[config.mk]
export PLATFORM = sky130hd
export DESIGN_NAME = tag_multicaster
export DESIGN_NICKNAME = d
export VERILOG_FILES = /design/src/rtl/mc_pkg.sv /design/src/rtl/mc_sync_fifo.sv /design/src/rtl/tag_multicaster.sv
export SDC_FILE = /design/constraint.sdc
export NUM_CORES = 1
export LEC_CHECK = 0
export CAP_MARGIN = 20
export CORE_AREA = 2 2 159 161
export CTS_CLUSTER_SIZE = 10
export DETAILED_ROUTE_END_ITERATION = 7
export DIE_AREA = 0 0 161 163
export GPL_TIMING_DRIVEN = 1
export MAX_ROUTING_LAYER = met4
export PLACE_DENSITY = 0.78
export SLEW_MARGIN = 20
export SYNTH_ARGS = -nofsm -noshare
export SYNTH_HDL_FRONTEND = slang
export SYNTH_SLANG_ARGS = --single-unit
[constraint.sdc]
create_clock -name clk -period 3.8 [get_ports clk]
set_clock_uncertainty 0.1 [all_clocks]
set_input_delay 0.76 -clock clk [delete_from_list [all_inputs] [get_ports clk]]
set_output_delay 0.76 -clock clk [all_outputs]
set_load 0.03 [all_outputs]
[src/rtl/mc_pkg.sv]
// rtl/mc_pkg.sv - channel constants and beat layout shared by the tag multicaster
package mc_pkg;
   localparam int CH_IFMAP = 0;
   localparam int CH_FLTR  = 1;
   localparam int CH_PSUM  = 2;
   localparam int NUM_CH   = 3;

   localparam int MC_DATA_WIDTH = 16;
   localparam int MC_PSUM_WIDTH = 2 * MC_DATA_WIDTH;

   typedef struct packed {
      logic [NUM_CH-1:0]        ch_en;
      logic [MC_DATA_WIDTH-1:0] ifmap;
      logic [MC_DATA_WIDTH-1:0] fltr;
      logic [MC_PSUM_WIDTH-1:0] psum;
   } beat_t;

   localparam int BEAT_W = $bits(beat_t);
endpackage

[src/rtl/mc_sync_fifo.sv]
// rtl/mc_sync_fifo.sv - first-word-fall-through synchronous FIFO with full/empty
module mc_sync_fifo #(
   parameter int WIDTH = 8,
   parameter int DEPTH = 4
) (
   input  logic             clk,
   input  logic             rst,
   input  logic             push,
   input  logic [WIDTH-1:0] din,
   input  logic             pop,
   output logic [WIDTH-1:0] dout,
   output logic             full,
   output logic             empty
);
   localparam int AW = (DEPTH > 2) ? $clog2(DEPTH) : 1;

   logic [WIDTH-1:0] mem [DEPTH];
   logic [AW-1:0]    wr_ptr_q, wr_ptr_d;
   logic [AW-1:0]    rd_ptr_q, rd_ptr_d;
   logic [AW:0]      count_q, count_d;
   logic             do_push, do_pop;

   assign full  = (count_q == (AW+1)'(DEPTH));
   assign empty = (count_q == '0);
   assign dout  = mem[rd_ptr_q];

   always_comb begin
      do_push  = push & ~full;
      do_pop   = pop & ~empty;
      wr_ptr_d = wr_ptr_q;
      rd_ptr_d = rd_ptr_q;
      count_d  = count_q;
      // Power-of-two depth lets the pointers wrap by plain overflow.
      if (do_push) wr_ptr_d = wr_ptr_q + 1'b1;
      if (do_pop)  rd_ptr_d = rd_ptr_q + 1'b1;
      if (do_push && !do_pop)      count_d = count_q + 1'b1;
      else if (!do_push && do_pop) count_d = count_q - 1'b1;
   end

   always_ff @(posedge clk) begin
      if (rst) begin
         wr_ptr_q <= '0;
         rd_ptr_q <= '0;
         count_q  <= '0;
      end else begin
         wr_ptr_q <= wr_ptr_d;
         rd_ptr_q <= rd_ptr_d;
         count_q  <= count_d;
      end
   end

   always_ff @(posedge clk) begin
      if (do_push) mem[wr_ptr_q] <= din;
   end
endmodule

[src/rtl/tag_multicaster.sv]
// rtl/tag_multicaster.sv - per-column tag filter, beat buffer and result skid register
module tag_multicaster
   import mc_pkg::*;
#(
   parameter int DATA_WIDTH = 16,
   parameter int NUM_COL    = 4,
   parameter int FIFO_DEPTH = 4,
   localparam int ID_W      = (NUM_COL > 2) ? $clog2(NUM_COL) : 1,
   localparam int PW        = 2 * DATA_WIDTH
) (
   input  logic                  clk,
   input  logic                  rst,
   input  logic [ID_W-1:0]       cfg_id,
   input  logic                  bus_valid,
   output logic                  bus_ready,
   input  logic [ID_W-1:0]       bus_tag,
   input  logic                  bus_bcast,
   input  logic [2:0]            bus_ch_en,
   input  logic [DATA_WIDTH-1:0] bus_ifmap,
   input  logic [DATA_WIDTH-1:0] bus_fltr,
   input  logic [PW-1:0]         bus_psum,
   input  logic                  kernel_load,
   input  logic [7:0]            kernel_size_in,
   output logic                  pe_valid,
   input  logic                  pe_ready,
   output logic [DATA_WIDTH-1:0] pe_ifmap,
   output logic [DATA_WIDTH-1:0] pe_fltr,
   output logic [PW-1:0]         pe_psum,
   output logic [2:0]            pe_ch_en,
   output logic [7:0]            pe_kernel_size,
   input  logic                  pe_opsum_valid,
   output logic                  pe_opsum_ready,
   input  logic [PW-1:0]         pe_opsum,
   output logic                  bus_opsum_valid,
   input  logic                  bus_opsum_ready,
   output logic [PW-1:0]         bus_opsum,
   output logic [ID_W-1:0]       bus_opsum_id,
   output logic [15:0]           beat_cnt
);
   logic        match, store, pop, capture;
   logic        fifo_full, fifo_empty;
   beat_t       wr_beat, rd_beat;
   logic [15:0] beat_cnt_q, beat_cnt_d;
   logic [7:0]  kernel_size_q, kernel_size_d;
   logic        held_q, held_d;
   logic [PW-1:0] opsum_q, opsum_d;

   always_comb begin
      match     = bus_bcast | (bus_tag == cfg_id);
      // Unaddressed beats are always sunk so this column never stalls the bus.
      bus_ready = ~match | ~fifo_full;
      store     = bus_valid & bus_ready & match &
                  (bus_ch_en[CH_IFMAP] | bus_ch_en[CH_FLTR] | bus_ch_en[CH_PSUM]);
      wr_beat   = '{ch_en: bus_ch_en, ifmap: bus_ifmap, fltr: bus_fltr, psum: bus_psum};

      pe_valid  = ~fifo_empty;
      pop       = pe_valid & pe_ready;
      pe_ch_en  = rd_beat.ch_en;
      pe_ifmap  = rd_beat.ifmap;
      pe_fltr   = rd_beat.fltr;
      pe_psum   = rd_beat.psum;

      beat_cnt_d = beat_cnt_q;
      if (store && beat_cnt_q != 16'hFFFF) beat_cnt_d = beat_cnt_q + 16'd1;

      kernel_size_d = kernel_load ? kernel_size_in : kernel_size_q;

      pe_opsum_ready = ~held_q | bus_opsum_ready;
      capture        = pe_opsum_valid & pe_opsum_ready;
      held_d         = held_q;
      opsum_d        = opsum_q;
      if (capture) begin
         held_d  = 1'b1;
         opsum_d = pe_opsum;
      end else if (bus_opsum_ready) begin
         held_d  = 1'b0;
      end
   end

   assign beat_cnt        = beat_cnt_q;
   assign pe_kernel_size  = kernel_size_q;
   assign bus_opsum_valid = held_q;
   assign bus_opsum       = opsum_q;
   assign bus_opsum_id    = cfg_id;

   always_ff @(posedge clk) begin
      if (rst) begin
         beat_cnt_q    <= '0;
         kernel_size_q <= '0;
         held_q        <= 1'b0;
         opsum_q       <= '0;
      end else begin
         beat_cnt_q    <= beat_cnt_d;
         kernel_size_q <= kernel_size_d;
         held_q        <= held_d;
         opsum_q       <= opsum_d;
      end
   end

   mc_sync_fifo #(
      .WIDTH (BEAT_W),
      .DEPTH (FIFO_DEPTH)
   ) u_beat_fifo (
      .clk   (clk),
      .rst   (rst),
      .push  (store),
      .din   (wr_beat),
      .pop   (pop),
      .dout  (rd_beat),
      .full  (fifo_full),
      .empty (fifo_empty)
   );
endmodule

-- Word-level counts from Yosys, hierarchy flattened
Memory sizes are Yosys's and may differ from the RTL's. A register that Yosys moved wholly into a read port is not among the register bits.
Index checks and enable logic that the tools add are counted.
- register bits after elaboration: 64
- RAM bits: 268
- input port bits: 119
- output and inout bits: 129
- memories: 1
- memory list (name ; depth ; width ; rd ports ; clocked after Yosys merged registers in ; write ports ; RTL line ; RTL):
    u_beat_fifo.mem ; 4 ; 67 ; 1 ; 1 ; 1 ; mc_sync_fifo.sv:17 ; logic [WIDTH-1:0] mem [DEPTH];
- add/subtract/negate cells: 5
- eq/ne operators: 3
- mux-type cells: 8
- bitwise operators: 16
- reduce and logical (&&, ||, !) cells: 8
- operators with widths (kind ; count):
    $add A16 B1 Y16 const B ; 1
    $ne A16 B16 Y1 const B ; 1
    $and A1 B1 Y1 ; 7
    $mux W3 ; 2
    $or A1 B1 Y1 ; 5
    $add A2 B1 Y2 const B ; 2
    $mux W1 ; 4
    $mux W2 ; 2
    $not A1 Y1 ; 4
    $reduce_bool A2 Y1 ; 2
    $add A3 B1 Y3 const B ; 1
    $eq A3 B3 Y1 const B ; 1
    $logic_and A1 B1 Y1 ; 3
    $logic_not A3 Y1 ; 1
    $sub A3 B1 Y3 const B ; 1
    $eq A2 B2 Y1 ; 1
    $logic_not A1 Y1 ; 2

-- Depth between registers and ports, before layout
Gate-level depths: netlist of run 1.
- depth after elaboration: 12
- depth in mapped cells: 10
- gate-level depth less buffers: 9

-- Hierarchy
A second synthesis of run 1 with hierarchy kept.
- cells, all modules: 676
- area total of the unflattened synthesis: 12507.0 µm²
- by module, submodules not included (module ; instances ; cells each ; area each (µm²)):
    mc_sync_fifo ; 1 ; 398 ; 10159.7
    tag_multicaster ; 1 ; 278 ; 2347.3

-- Least setup slack after synthesis of run 1
No wires, ideal clock.
- kind: input port to flip-flop
- start point: in bus_ch_en[1]
- end point: mem u_beat_fifo.mem[0][0] in the netlist's numbering, enable pin
- data arrival time: 2.768 ns
- path slack: 0.499 ns
- cell stages on the path: 3
- path buffers: 0
- cells stage by stage: nor3_1 nor3b_2 and3_1
- longest elaborated chain between the ends: 6
- RTL lines (what ; RTL line ; RTL):
    start: declaration ; tag_multicaster.sv:18 ; input logic [2:0] bus_ch_en,
    $or A1 B1 Y1 (2 in series) ; tag_multicaster.sv:53 ; (bus_ch_en[CH_IFMAP] | bus_ch_en[CH_FLTR] | bus_ch_en[CH_PSUM]);
    $and A1 B1 Y1 ; tag_multicaster.sv:52 ; store = bus_valid & bus_ready & match &
    $and A1 B1 Y1 ; mc_sync_fifo.sv:28 ; do_push = push & ~full;
    $mux W1 ; mc_sync_fifo.sv:53 ; if (do_push) mem[wr_ptr_q] <= din;
    $mux W1 (implied by the code) ; mc_sync_fifo.sv:53 ;
    end: declaration ; mc_sync_fifo.sv:17 ;
No other way between the ends.

==> results of run 1 <==
[sequential cells by signal, summed over array words and instances, names as in the netlist, named ones only]
register	count
u_beat_fifo.mem	268
bus_opsum	32
beat_cnt	16
pe_kernel_size	8
u_beat_fifo.count_q	3
u_beat_fifo.rd_ptr_q	2
u_beat_fifo.wr_ptr_q	2
bus_opsum_valid	1
[stage by stage]
step | instances | cell area (sq um)
after floorplan | 671 | 12300
after global placement | 1236 | 15400
after detailed placement | 1236 | 15400
after CTS | 1290 | 16500
after global routing | 1290 | 16500
final | 1290 | 16500
[cell families (layout without fill, tap and decap cells)]
group           Yosys count  after routing  share of synthesized area (%)
mux                      78             78                           13.1
xor+xnor                  8              8                          0.568
buf+inv                  44            333                           1.60
simple gates            138            138                           5.31
fa+ha+maj                 7              7                          0.771
compound gates           62             62                           2.70
flops                   334            334                           75.9
[worst register-to-register path: cells and delay by family (launching register included)]
family / cells / cell delay (ps)
adders and majority gates: 1 / 250
DFF: 1 / 430
and+or+nand+nor: 4 / 1200
muxes: 1 / 290
[cells in the final DEF, fill, tap and decap left out, types with 13 or more instances in the layout]
cell             Yosys  layout
a21oi_1             45      45
buf_4                2      13
clkbuf_16            0      40
clkdlybuf4s50_1      0     246
dfxtp_1             66      64
edfxtp_1           268     268
mux4_2              67      67
nand2_1             73      73
nor2_1              21      21
[metal layers]
layer	up-vias	track usage (%)	part of all wire [%]
met5	-	-	0
met4	0	5.40	1.4
met3	41	5.37	8.1
met2	286	34.6	51
met1	3460	25.7	40
li1	3161	-	-
[worst paths after layout]
path / cells past startpoint / end / slack [ps]
max: 3 / pe_psum[22] / 310
min: 2 / bus_opsum[20] / 350
max reg2reg: 6 / beat_cnt[11] / 1420
min reg2reg: 2 / bus_opsum[20] / 350
[power groups by stage]
stage | Combinational [mW] | Clock [mW] | Sequential (mW)
2_1_floorplan | 1.59 | 0 | 4.37
3_3_place_gp | 2.62 | 0 | 4.39
3_5_place_dp | 2.64 | 0 | 4.40
4_1_cts | 2.66 | 3.31 | 4.33
5_1_grt | 2.76 | 3.44 | 4.35
6_report | 2.62 | 3.22 | 4.32
[layout make-up]
| class | instances | share of cell area [%] |
|---|---|---|
| inverters | 9 | 0.205 |
| clock inverters | 3 | 0.182 |
| multi-input cells | 293 | 17.0 |
| flip-flops and latches | 334 | 56.9 |
| clock buffers | 51 | 6.39 |
| repair buffers | 270 | 16.8 |
| well taps | 330 | 2.51 |
==> impl_summary.md, run 1 <==
Place
The final weighted congestion of routability-driven global placement is 0.773. At the placement stage, the worst setup path has a slack of 596 ps. The HPWL reported at the end of detailed placement is between 15,000 and 20,000 um.

The total of buffers placed on input and output ports is 247.

Critical path
The worst setup path is launched from a register. The capturing element type of the critical path is an output pin. The cell at the slowest stage of the critical path is clkdlybuf4s50_1. At the worst endpoint, the arrival time is 2630 ps. The kind of critical path is register to output pin.

In this run the critical register-to-register path is launched from beat_cnt[0]. The delay of the slowest critical-path stage is 650 ps. The biggest fanout along the worst timing path is 22. The dominant delay contributor by cell family on the critical path is buffers and inverters.

Walking the worst path, the cells encountered are buf_12 > mux4_2 > clkdlybuf4s50_1. The worst path buffer plus inverter count is 2. STA puts the critical path data required time at a little under 3000 ps.

Clock network
The total number of H-tree levels is 2. The count of clock tree sinks is 334. The later pin in the worst-skew pair is clocked with a latency of 510 ps. The longest clock path from root to sink contains 3 buffers. The cell at the root of the clock tree is clkbuf_16.

The buffer count from post-CTS setup fixing is 0. TritonCTS built the clock tree. After clock tree synthesis, the clock-pin slew on the worst setup and hold paths is 50 ps. The number of gates resized after cts is 0. The count of hold-fix buffers inserted at cts is 0. In this run, CTS created clock tree buffers numbering 39.

Cells and area
The antenna diode count is 0. At the end of the flow, the number of nets in the layout was 1,073. The area used by sequential logic in the layout is 9370 sq um. The multi-input logic area is 2790 sq um. Relative to the synthesized area, the layout overhead comes to 33.4%. The share of the core filled with cells in the final layout is between 60 and 70%. In the final layout, the share of cells above drive strength 1 is 15.3%. The number of inserted filler cells in the final layout is 1,698.

Yosys
After synthesis, the cell types taking the most area are edfxtp_1 (65%), mux4_2 (12%), dfxtp_1 (11%), nand2_1 (2.2%), a21oi_1 (1.8%). Sorting the synthesized cells by how often they occur yields edfxtp_1 (268), nand2_1 (73), mux4_2 (67). The synthesized netlist occupies a cell area of 12,300 sq um.

Yosys mapped a number of flops with a built-in enable equal to 268. Each instance of the synthesized netlist takes up on average around 18 sq um. The share of the yosys chip area belonging to registers is 75.9%.

In this run, distinct cell masters in the synthesized netlist total 40. The fraction of registers with async set/reset is 0%. Counting flops and latches in the post-synthesis netlist gives 334. Synthesis handed over a netlist of 671 instances. The warning count from the yosys run is 0. The number of nets in the synthesized netlist is 797. The biggest area contributor in the post-synthesis netlist is edfxtp_1. In the synthesized netlist the dominant register cell turns out to be edfxtp_1. The share of the synthesized area in the top cell type is 65.2%. The dominant cell by count in the synthesized netlist is edfxtp_1.

Global route
The number of antenna violations at the first check in global routing was 0. The global-route wire length before repair is between 40,000 and 50,000 um. Entering global routing, the biggest net connects 63 pins. The via count of the first global-routing pass is between 7,000 and 8,000.

Global routing finished with a remaining overflow of 0. For this run, the total global-route usage over all layers was measured as 20.8%.

Outcome
The run finished with clean final reports.

Timing
Setup repair after global routing left no endpoint under its margin. The number of max-slew violations in the final report is 0. The final hold slack is 351 ps. The final setup violation count is 0.

The share of the cycle needed by the critical path after routing is 91.9%. Derived from the worst setup path, the maximum achievable clock frequency is about 0.29 GHz. The final critical-path required period is 3490 ps. Measured against its own limit, the worst slew margin works out to 48.2%. The number of failing hold endpoints at the final stage came to 0. Setup slack on the critical path of the routed design comes to between 300 and 400 ps.

At the pin with the least slew margin, the transition time is about 780 ps. The final total negative setup slack is 0 ps.

Pwr
The sequential fraction of design power is 42.5%. The net switching power is between 2 and 3 mW. The power after layout is 10.2 mW. Per report_power, the combinational group accounts for between 20% and 30% of the total.

The worst-case IR drop observed on VDD is 0.353 mV. The net switching fraction of the power is 27.7%. The leakage power of the design is about 5.4 nW.

Per report_power, the clock group accounts for 31.7% of the total. The cell internal power dissipation is 7.35 mW. The power density over cell area is 618 nW/um^2.

Routing
The first detailed-routing pass took 5 iterations. Using the TritonRoute via totals, the vias-per-cell ratio works out to 5.39. The violation count after the first detailed-route iteration is 410. After detailed routing, the average wire length per cell comes to ~20 um. The count of nets left with antenna violations after detail routing is 0.

The remaining routing DRC violations is 0. The overall via count from detail_route is 6,948. The wire length after detailed routing is 26,200 um.

Floorplan
The die covers 26,200 sq um. The number of cell rows is 58. The starting density of the core is 50.0%. The horizontal extent of the die is 161 um.

The floorplan step defined a core boundary enclosing roughly 25,000 sq um. The I/O pin total is 248. The die height is between 150 and 200 um.

Worst hold path
The class of the tightest hold or removal check is register to register. The start point of the worst hold path is bus_opsum[20].

Job
The reported max-cap violation count is 0.
Power figures use the tool's default switching activity.
==> run 2, diff against run 1 <==
--- a/config.mk
+++ b/config.mk
@@ -6,10 +6,10 @@
 export NUM_CORES = 1
 export LEC_CHECK = 0
 export CAP_MARGIN = 20
-export CORE_AREA = 2 2 159 161
+export CORE_AREA = 2 2 152 169
 export CTS_CLUSTER_SIZE = 10
 export DETAILED_ROUTE_END_ITERATION = 7
-export DIE_AREA = 0 0 161 163
+export DIE_AREA = 0 0 154 171
 export GPL_TIMING_DRIVEN = 1
 export MAX_ROUTING_LAYER = met4
 export PLACE_DENSITY = 0.78
==> run 2 against run 1 <==
  * Design area shrank 0.52%
  * Flip-flop and latch count is the same
  * Final cell count shrank 1.7%
  * Clock-buffer cell count grew 3
  * Sequential power shrank 0.9%
  * Non-clock buffer count shrank 9
  * Via count is essentially flat
  * Worst setup slack gained 74 ps
  * Core utilization shrank 0.70 points
  * Fmax grew 2.2%
  * Largest cell class unchanged
  * Highest routed layer unchanged
==> impl_summary.md, run 2 (same netlist as run 1, synthesis figures left out) <==
Critical path
Walking the worst path, the cells encountered are clkdlybuf4s50_1 > xnor2_1 > a21o_1 > nand2_1 > clkdlybuf4s50_1. The launching point of the worst reg2reg path is beat_cnt[0]. The worst path required time is 2940 ps (about the same).

The delay of the slowest critical-path stage is 620 ps (-30 ps). The setup path with the least slack is of type input port to output pin. The cell at the slowest stage of the critical path is clkdlybuf4s50_1.

The startpoint class of the critical path is an input port. The arrival time of data at the critical path endpoint is 2560 ps (-70 ps). The biggest fanout along the worst timing path was 8 (-64%).

The cell family contributing the most delay on the critical path is buffers and inverters. Tracing the worst setup path back leads to its startpoint at cfg_id[1]. The capturing element type of the critical path is an output pin. The cell with the most instances on the worst path is clkdlybuf4s50_1. The worst path buffer plus inverter count is 2 (unchanged).

Floorplan
The die height is 171 um (+4.9%). The number of cell rows is 61 (+5.2%). The I/O pin total is 248 (unchanged). The horizontal extent of the die came to 154 um (-4.3%). The floorplan core area was 24,800 sq um (+0.53%). The full die area is 26,300 sq um (+0.35%).

The starting density of the core is 49.8% (-0.26 points).

Timing
The final setup violation count came to 0 (unchanged). The worst-case headroom to the max-slew limit is 58.2% (+10 points). The number of max-slew violations in the final report is 0 (unchanged). The share of the cycle needed by the critical path after routing is 89.9% (-2.0 points). The final critical-path required period is 3420 ps (-74.1 ps). Setup repair after global routing left no endpoint under its margin. The slew at the pin with the worst max-slew slack was 625 ps (-152 ps). The number of failing hold endpoints at the final stage is 0 (unchanged). The maximum clock frequency came to 0.293 GHz (+2.2%). The final total negative setup slack was 0 ps (unchanged). The final hold slack is 352 ps (+0.943 ps).

Global route
The largest net degree at the start of global routing is 68 (+7.9%). The via count of the first global-routing pass is 7,219 (-2.3%). The global-route wire length before repair is 38,500 um (-4.8%).

The number of antenna violations at the first check in global routing is 0 (unchanged). The all-layer global routing usage is 19.6% (-1.2 points). The sum of overflow across all layers after global routing is 0 (unchanged).

Clock network
The total number of H-tree levels was 2 (unchanged). The number of buffers created by CTS is 39 (unchanged). The number of gates resized after cts is 0 (unchanged). The deepest clock path buffer count came to 3 (unchanged). The later-pin clock latency in the skew report is 500 ps (about the same). CTS placed an instance of clkbuf_16 at the clock tree root.

The count of hold-fix buffers inserted at cts is 0 (unchanged). The buffer count from post-CTS setup fixing was 0 (unchanged). TritonCTS built the clock tree. The register clock-pin slew on the reported worst setup and hold paths came to 50 ps (about the same). The count of clock tree sinks came to 334 (unchanged).

Routing
The iteration count of the initial detailed-routing pass is 4 (-1). The remaining routing DRC violations came to 0 (unchanged). The number of vias per cell after detailed routing came to 5.48 (+1.7%). The count of nets left with antenna violations after detail routing is 0 (unchanged).

The violation count after the first detailed-route iteration came to 310 (-24%). The wire length after detailed routing is 25,200 um (-3.8%). The overall via count from detail_route is 6,947 (-0.014%). The wire length per cell after detailed routing is 19.9 um (-2.1%).

Cells and area
The number of flip-flops under the largest register name was 268 (unchanged). The most common library cell in the layout ignoring fill and taps is edfxtp_1. The area used by sequential logic in the layout is 9380 sq um (about the same). Ranked by flip-flop count, first place goes to u_beat_fifo.mem. The multi-input logic area is 2790 sq um (unchanged). Compared with the post-synthesis result, the final layout area differs by 32.7%. Leaving out fill and tap cells, the most frequent cells in the layout are edfxtp_1 (268), clkdlybuf4s50_1 (246), nand2_1 (73). The antenna diode count was 0 (unchanged). The fraction of final layout cells with drive strength greater than 1 is 14.5% (-0.83 points). The share of the core filled with cells in the final layout came to 66.0% (-0.70 points). The number of inserted filler cells in the final layout was 1,662 (-2.1%). The number of nets in the finished design was 1,064 (-0.84%). The final design area excluding fillers is 16,400 sq um (-0.52%).

Worst hold path
In this run the worst hold path is classified as register to register. In this run the most critical hold path is launched from bus_opsum[12].

Place
The total of buffers placed on input and output ports came to 247 (unchanged). The HPWL reported at the end of detailed placement is 15,500 um (-7.5%). The final weighted congestion of routability-driven global placement is 0.746 (-3.5%). The cell area reported after detailed placement is 15,300 sq um (-0.76%).

Outcome
The run finished with clean final reports.

Pwr
The worst-case vdd ir drop is 0.416 mV (+18%). The leakage power of the design came to 5.37 nW (-0.82%). The power density over cell area was 618 nW/um^2 (about the same).

Job
The reported max-cap violation count is 0 (unchanged).
run 2: cell count changes in the layout (fill, tap and decap cells not counted):
| cell | delta |
|---|---|
| dfxtp_2 | -1 |
| clkinv_2 | -1 |
| buf_4 | -8 |
| buf_12 | -2 |
| buf_8 | +1 |
| clkbuf_1 | +2 |
| clkbuf_8 | +1 |
| dfxtp_4 | +1 |
run 2: routing by layer:
layer  up-vias  track usage, %  wire length [um]
met4         0            6.30               636
li1       3156               -                 -
met2       267            32.7             12600
met5         -               -                 0
met3        49            5.17              1800
met1      3475            23.5             10200
run 2: worst reg2reg max path: stages, from the launching register on:
cell and delay (ps):
dfxtp_1 450, ha_1 250, nand3_2 180, or4_4 600, nand3_2 330, nor3_1 110, mux2_2 280
run 2: layout make-up:
type	count	share of cell area (%)
clock buffers	54	6.56
flip-flops and latches	334	57.3
multi-input cells	293	17.1
clock inverters	2	0.153
well taps	315	2.41
inverters	9	0.206
repair buffers	261	16.4
run 2: report_power, final:
group          switching [mW]  leakage [nW]  internal [mW]  total (mW)
Clock                    1.31         0.533           1.94        3.26
Sequential             0.0998          2.98           4.18        4.28
Combinational            1.38          1.86           1.21        2.59
Total                    2.80          5.37           7.33        10.1
run 2: final timing paths:
check	slack, ps	depth (start not counted)	endpoint
max	380	5	bus_ready
min	350	2	bus_opsum[12]
max reg2reg	1400	6	beat_cnt[11]
min reg2reg	350	2	bus_opsum[12]
run 2: metrics by stage:
| stage | std cells | setup slack [ps] | power, mW |
|---|---|---|---|
| 2_1_floorplan | 671 | 499 | 5.95 |
| 3_3_place_gp | 1211 | 391 | 6.95 |
| 3_5_place_dp | 1211 | 364 | 6.98 |
| 4_1_cts | 1267 | 306 | 10.3 |
| 5_1_grt | 1268 | 268 | 10.5 |
| 6_report | 1268 | 383 | 10.1 |
